## src/rtl/apb_timer.sv

```systemverilog
// APB completer for a 64-bit machine timer with prescaler, 64-bit compare and sticky PEND interrupt.
// Transfers complete WAIT_STATES cycles into the access phase (APB_pready low holds the initiator); reads are combinational.
module apb_timer #(
   parameter int ADDR_WIDTH  = 32,
   parameter int DATA_WIDTH  = 32,
   parameter int WAIT_STATES = 0
) (
   input  logic                  APB_PCLK,
   input  logic                  APB_PRESET,
   input  logic [ADDR_WIDTH-1:0] APB_paddr,
   input  logic [DATA_WIDTH-1:0] APB_pdata,
   output logic [DATA_WIDTH-1:0] APB_prdata,
   input  logic                  APB_psel,
   input  logic                  APB_penable,
   input  logic                  APB_pwrite,
   input  logic [3:0]            APB_pstb,
   output logic                  APB_pready,
   output logic                  APB_perr,
   output logic                  interrupt
);

   typedef enum logic [1:0] {IDLE, SETUP, ACCESS} state_e;

   localparam logic [3:0] WS = 4'(WAIT_STATES);

   state_e      state_q, state_d;
   logic [3:0]  wcnt_q, wcnt_d, wcnt_cur;
   logic [63:0] mtime_q, mtime_d, cmp_q, cmp_d;
   logic        en_q, en_d, irq_en_q, irq_en_d;
   logic [7:0]  presc_q, presc_d, pcnt_q, pcnt_d;
   logic        pend_q, pend_d, irq_q, irq_d;

   logic        access, done, addr_err, wr_en, tick, match, w1c;
   logic [2:0]  reg_idx;
   logic        unused_addr;

   assign unused_addr = ^APB_paddr[ADDR_WIDTH-1:5];

   function automatic logic [31:0] merge(input logic [31:0] old, input logic [31:0] wdat,
                                         input logic [3:0] stb);
      logic [31:0] res;
      for (int i = 0; i < 4; i++) begin
         res[8*i +: 8] = stb[i] ? wdat[8*i +: 8] : old[8*i +: 8];
      end
      return res;
   endfunction

   always_comb begin
      reg_idx  = APB_paddr[4:2];
      addr_err = (APB_paddr[1:0] != 2'b00) || (reg_idx > 3'd5);
      access   = APB_psel & APB_penable & ~APB_PRESET;
      // a fresh access phase (entered from IDLE/SETUP) always starts its wait count at zero
      wcnt_cur = (state_q == ACCESS) ? wcnt_q : 4'd0;
      done     = access & (wcnt_cur == WS);
      wr_en    = done & APB_pwrite & ~addr_err;
   end

   always_comb begin
      state_d = state_q;
      wcnt_d  = wcnt_q;
      if (!APB_psel) begin
         state_d = IDLE;
         wcnt_d  = 4'd0;
      end else if (APB_penable) begin
         state_d = ACCESS;
         wcnt_d  = done ? 4'd0 : wcnt_cur + 4'd1;
      end else begin
         state_d = SETUP;
         wcnt_d  = 4'd0;
      end
   end

   always_comb begin
      tick     = en_q & (pcnt_q == presc_q);
      match    = en_q & (mtime_q >= cmp_q);
      pcnt_d   = pcnt_q;
      if (en_q) pcnt_d = tick ? 8'd0 : pcnt_q + 8'd1;
      mtime_d  = tick ? mtime_q + 64'd1 : mtime_q;
      cmp_d    = cmp_q;
      en_d     = en_q;
      irq_en_d = irq_en_q;
      presc_d  = presc_q;
      w1c      = 1'b0;
      if (wr_en) begin
         // an MTIME write replaces the whole incremented value, so the tick is lost on both halves
         case (reg_idx)
            3'd0: mtime_d = {mtime_q[63:32], merge(mtime_q[31:0], APB_pdata, APB_pstb)};
            3'd1: mtime_d = {merge(mtime_q[63:32], APB_pdata, APB_pstb), mtime_q[31:0]};
            3'd2: cmp_d   = {cmp_q[63:32], merge(cmp_q[31:0], APB_pdata, APB_pstb)};
            3'd3: cmp_d   = {merge(cmp_q[63:32], APB_pdata, APB_pstb), cmp_q[31:0]};
            3'd4: begin
               if (APB_pstb[0]) begin
                  en_d     = APB_pdata[0];
                  irq_en_d = APB_pdata[1];
               end
               if (APB_pstb[1]) presc_d = APB_pdata[15:8];
            end
            3'd5: w1c = APB_pstb[0] & APB_pdata[0];
            default: ;
         endcase
      end
      pend_d = match | (pend_q & ~w1c);
      irq_d  = irq_en_q & pend_q;
   end

   always_comb begin
      APB_prdata = '0;
      if (APB_psel && !APB_pwrite && !APB_PRESET && !addr_err) begin
         case (reg_idx)
            3'd0: APB_prdata = mtime_q[31:0];
            3'd1: APB_prdata = mtime_q[63:32];
            3'd2: APB_prdata = cmp_q[31:0];
            3'd3: APB_prdata = cmp_q[63:32];
            3'd4: APB_prdata = {16'h0, presc_q, 6'h0, irq_en_q, en_q};
            3'd5: APB_prdata = {31'h0, pend_q};
            default: APB_prdata = '0;
         endcase
      end
   end

   assign APB_pready = done;
   assign APB_perr   = done & addr_err;
   assign interrupt  = irq_q;

   always_ff @(posedge APB_PCLK) begin
      if (APB_PRESET) begin
         state_q  <= IDLE;
         wcnt_q   <= 4'd0;
         mtime_q  <= 64'd0;
         cmp_q    <= 64'd0;
         en_q     <= 1'b0;
         irq_en_q <= 1'b0;
         presc_q  <= 8'd0;
         pcnt_q   <= 8'd0;
         pend_q   <= 1'b0;
         irq_q    <= 1'b0;
      end else begin
         state_q  <= state_d;
         wcnt_q   <= wcnt_d;
         mtime_q  <= mtime_d;
         cmp_q    <= cmp_d;
         en_q     <= en_d;
         irq_en_q <= irq_en_d;
         presc_q  <= presc_d;
         pcnt_q   <= pcnt_d;
         pend_q   <= pend_d;
         irq_q    <= irq_d;
      end
   end

endmodule

```

## config.mk

```make
export PLATFORM = sky130hd
export DESIGN_NAME = apb_timer
export DESIGN_NICKNAME = d
export VERILOG_FILES = /design/src/rtl/apb_timer.sv
export SDC_FILE = /design/constraint.sdc
export NUM_CORES = 1
export LEC_CHECK = 0
export ABC_AREA = 1
export CAP_MARGIN = 20
export CORE_ASPECT_RATIO = 1.1
export CORE_MARGIN = 2
export CORE_UTILIZATION = 53
export CTS_CLUSTER_DIAMETER = 50
export DETAILED_ROUTE_END_ITERATION = 6
export PLACE_DENSITY = 0.75
export SLEW_MARGIN = 20
export SYNTH_ARGS = -nofsm -noshare
export SYNTH_HDL_FRONTEND = slang
export SYNTH_SLANG_ARGS = --single-unit
export TNS_END_PERCENT = 20
```

## constraint.sdc

```tcl
create_clock -name APB_PCLK -period 1.9 [get_ports APB_PCLK]
set_input_delay 0.285 -clock APB_PCLK [delete_from_list [all_inputs] [get_ports APB_PCLK]]
set_output_delay 0.285 -clock APB_PCLK [all_outputs]
set_load 0.005 [all_outputs]
```

==> load_flow_metrics.sql, run 1 <==
INSERT INTO impl_metrics (metric_group, metric, value, unit) VALUES
('run', 'drv_cap', '0', ''),
('global_routing', 'grt_pass1_vias', '14400', ''),
('placed_design', 'dp.final_hpwl', '36700', 'um'),
('worst_setup_path', 'worst_setup_path_start_kind', 'flip-flop', ''),
('worst_hold_path', 'timing.hold.worst_endpoint', 'state_q[0]', ''),
('layout', 'layout.cells.most_common', 'sky130_fd_sc_hd__nand2_1', ''),
('layout', 'finish.instance_area', '16700', 'um^2'),
('worst_setup_path', 'timing.critical_path.to_type', 'flip-flop', ''),
('yosys', 'post_synthesis_share_of_cell_area_spent_on_xor_and_xnor_gates', '2.41', '%'),
('yosys', 'postSynthCellCount', '1930', ''),
('worst_setup_path', 'r2r-end', 'mtime_q[53]', ''),
('detailed_routing', 'post_drt_wl_per_cell', '20.4', 'um'),
('detailed_routing', 'drtPass1Iterations', '7', ''),
('die', 'io-pin-count', '108', ''),
('status', 'failed_checks', 'setup timing', ''),
('yosys', 'synthAdderAreaFrac', '7.32', '%'),
('global_routing', 'grt_start_max_net_pins', '91', ''),
('layout', 'drive_gt1_share', '26.4', '%'),
('detailed_routing', 'dr.first_iter.drc_count', '1857', ''),
('worst_setup_path', 'peak_per_stage_delay_on_the_critical_path', '0.35', 'ns'),
('yosys', 'mappedNetlistArea', '11600', 'um^2'),
('yosys', 'synth_edf_count', '0', ''),
('yosys', 'async_flop_share', '0', '%'),
('clock_tree', 'tritoncts_num_sinks', '154', ''),
('timing', 'setup_repair_after_global_routing_missed_its_margin', 'true', ''),
('yosys', 'synth.lib_cells_used.distinct', '47', ''),
('global_routing', 'top_usage_layer', 'met2', ''),
('yosys', 'number_of_flip_flops_and_latches_in_the_synthesized_netlist', '154', ''),
('worst_setup_path', 'reg2regPathDepth', '16', ''),
('layout', 'area_delta_synth_final', '43.7', '%'),
('worst_setup_path', 'setup.reg_to_reg.worst_slack', '-0.32', 'ns'),
('worst_setup_path', 'list_of_cells_traversed_by_the_critical_path', 'inv_2, nor2_4, inv_2, nor2_4, inv_2, ha_4, nand4_4, buf_6, nor2_8, buf_12, buf_8, buf_4, nand4_1, nor2_1, nor2_1, a21oi_1', ''),
('layout', 'mostFrequentLayoutCells', 'sky130_fd_sc_hd__nand2_1 (506), sky130_fd_sc_hd__buf_4 (232), sky130_fd_sc_hd__inv_1 (219), sky130_fd_sc_hd__nor2_1 (219), sky130_fd_sc_hd__a21oi_1 (166)', ''),
('clock_tree', 'tritoncts', 'built', ''),
('clock_tree', 'root_buffer', 'sky130_fd_sc_hd__clkbuf_16', ''),
('placed_design', 'placedInstanceArea', '14600', 'um^2'),
('yosys', 'synth_compound_area_share', '20.0', '%'),
('clock_tree', 'clockBufferDepth', '2', ''),
('worst_setup_path', 'timing.critical_path.required', '2.27', 'ns'),
('global_routing', 'grt_pass1_wl', '77200', 'um'),
('layout', 'num-fill-cells', '1582', ''),
('clock_tree', 'cts.clk_slew.worst_paths', '0.08', 'ns'),
('timing', 'setup_violators_final', '160', ''),
('worst_setup_path', 'timing.critical_path.slowest_stage_cell', 'sky130_fd_sc_hd__nor2_1', ''),
('layout', 'finalNetCount', '2410', ''),
('die', 'floorplan.core_area', '21400', 'um^2'),
('worst_hold_path', 'worst_hold_path_type', 'in2reg', ''),
('layout', 'insertedDiodeCount', '0', ''),
('timing', 'finalHoldViolations', '0', ''),
('timing', 'setup_slack', '-0.321', 'ns'),
('global_routing', 'gr-usage-met3', '7.94', '%'),
('global_routing', 'grt_antenna_before_repair', '1', ''),
('clock_tree', 'htreeDepth', '4', ''),
('yosys', 'synthSimpleGateAreaFrac', '33.1', '%'),
('status', 'outcome', 'complete, but fails checks', ''),
('detailed_routing', 'route.detailed.drc', '0', ''),
('die', 'die_area', '23100', 'um^2'),
('global_routing', 'globalRouteMet2Util', '69.2', '%'),
('worst_setup_path', 'worstSetupPathType', 'reg2reg', ''),
('placed_design', 'placed_cells', '2491', ''),
('global_routing', 'grt_util_all_layers', '42.4', '%'),
('die', 'floorplan.die.height', '159', 'um'),
('worst_hold_path', 'hold_depth', '4', ''),
('yosys', 'synth_top_family_by_area', 'simple AND/OR/NAND/NOR gates', ''),
('layout', 'instances_no_fill', '2572', ''),
('power_and_ir_drop', 'power-per-cell-area', '460', 'nW/um^2'),
('detailed_routing', 'routed_wirelength', '52500', 'um'),
('worst_hold_path', 'min_from', 'APB_psel', ''),
('detailed_routing', 'dr_total_vias', '15200', ''),
('yosys', 'ys_warn_count', '0', ''),
('yosys', 'syn_avg_cell_area', '6.02', 'um^2');
## Yosys cell counts (4+ instances only)
library cell / count
sky130_fd_sc_hd__a21oi_1: 188
sky130_fd_sc_hd__a221oi_1: 25
sky130_fd_sc_hd__a31oi_1: 11
sky130_fd_sc_hd__buf_1: 5
sky130_fd_sc_hd__buf_2: 22
sky130_fd_sc_hd__clkbuf_1: 32
sky130_fd_sc_hd__dfxtp_1: 154
sky130_fd_sc_hd__ha_1: 68
sky130_fd_sc_hd__inv_1: 242
sky130_fd_sc_hd__inv_2: 9
sky130_fd_sc_hd__nand2_1: 539
sky130_fd_sc_hd__nand2_2: 7
sky130_fd_sc_hd__nand3_1: 79
sky130_fd_sc_hd__nand4_1: 20
sky130_fd_sc_hd__nor2_1: 252
sky130_fd_sc_hd__nor2_2: 4
sky130_fd_sc_hd__nor3_1: 11
sky130_fd_sc_hd__o21ai_0: 150
sky130_fd_sc_hd__o21ai_1: 8
sky130_fd_sc_hd__o22ai_1: 31
sky130_fd_sc_hd__xnor2_1: 4
sky130_fd_sc_hd__xor2_1: 28
## how the worst max path moves through the flow
stage | startpoint | endpoint | slack [ns]
after floorplan | state_q[1] | mtime_q[19] | 0.05
after global placement | APB_paddr[4] | APB_prdata[31] | -0.80
after detailed placement | APB_paddr[4] | APB_prdata[31] | -0.85
after CTS | state_q[1] | mtime_q[8] | -0.18
after global routing | state_q[1] | mtime_q[53] | -0.37
final | state_q[1] | mtime_q[53] | -0.32
## sequential cells by signal, summed over array words and instances (netlist names)
| signal | cells |
|---|---|
| state_q | 2 |
| interrupt | 1 |
| mtime_q | 64 |
| wcnt_q | 4 |
| irq_en_q | 1 |
| pcnt_q | 8 |
| presc_q | 8 |
| pend_q | 1 |
| en_q | 1 |
| cmp_q | 64 |
## worst max-delay path: cells and delay by family, from the launching register on
kind / cells / cell delay, ns
AOI/OAI and AO/OA: 1 / 0.14
adders and majority gates: 1 / 0.13
buffers and inverters: 7 / 0.71
DFF: 1 / 0.32
and+or+nand+nor: 7 / 0.83
## through the flow
| step | utilization [%] | TNS, ns | hold slack (ns) |
|---|---|---|---|
| final | 77.9 | -16.41 | 0.284 |
| after global routing | 77.9 | -28.66 | 0.303 |
| after CTS | 74.8 | -12.13 | 0.267 |
| after detailed placement | 68.1 | -102.07 | 0.464 |
| after global placement | 68.1 | -95.73 | 0.459 |
| after floorplan | - | 0 | 0.357 |
## what timing repair did
item                                    in CTS  in global routing
endpoints found under the setup margin     173                172
cloned                                       4                  4
pin swaps                                   37                 39
hold buffers                                 0                  0
resized for setup                          348                184
setup buffers                               32                 13
## area by class of cell
| type | count | area, um^2 | share of cell area, % |
|---|---|---|---|
| well taps | 290 | 363 | 2.17 |
| repair buffers | 381 | 3450 | 20.6 |
| clock buffers | 18 | 439 | 2.63 |
| inverters | 255 | 1020 | 6.09 |
| clock inverters | 14 | 173 | 1.03 |
| flip-flops and latches | 154 | 3120 | 18.7 |
| multi-input cells | 1460 | 8140 | 48.7 |
## cells by family (layout without fill, tap and decap cells)
family	count (synthesis)	in the layout
buffers and inverters	317	668
AOI/OAI and AO/OA	427	427
adders and majority gates	68	68
DFF	154	154
and+or+nand+nor	932	933
xor gates and xnor gates	32	32
## metal layers
layer  up-vias  share of wire [%]
met5         -              0.021
met4         2                8.8
met3       333                 10
met2      1061                 45
met1      6837                 36
li1       6988                  -
## report_power, final
group          switching, uW  internal [uW]  total, uW
combinational            409            261        670
clock                   1730           2040       3770
sequential              5.76           3230       3230
total                   2150           5530       7680
Note: power is estimated with default switching activity, not from simulation.
==> run 2, diff against run 1 <==
--- a/config.mk
+++ b/config.mk
@@ -6,7 +6,7 @@
 export NUM_CORES = 1
 export LEC_CHECK = 0
 export ABC_AREA = 1
-export CAP_MARGIN = 20
+export CAP_MARGIN = 10
 export CORE_ASPECT_RATIO = 1.1
 export CORE_MARGIN = 2
 export CORE_UTILIZATION = 53
==> results of run 2 <==
No change in the layout: final DEF, timing and power equal those of run 1.
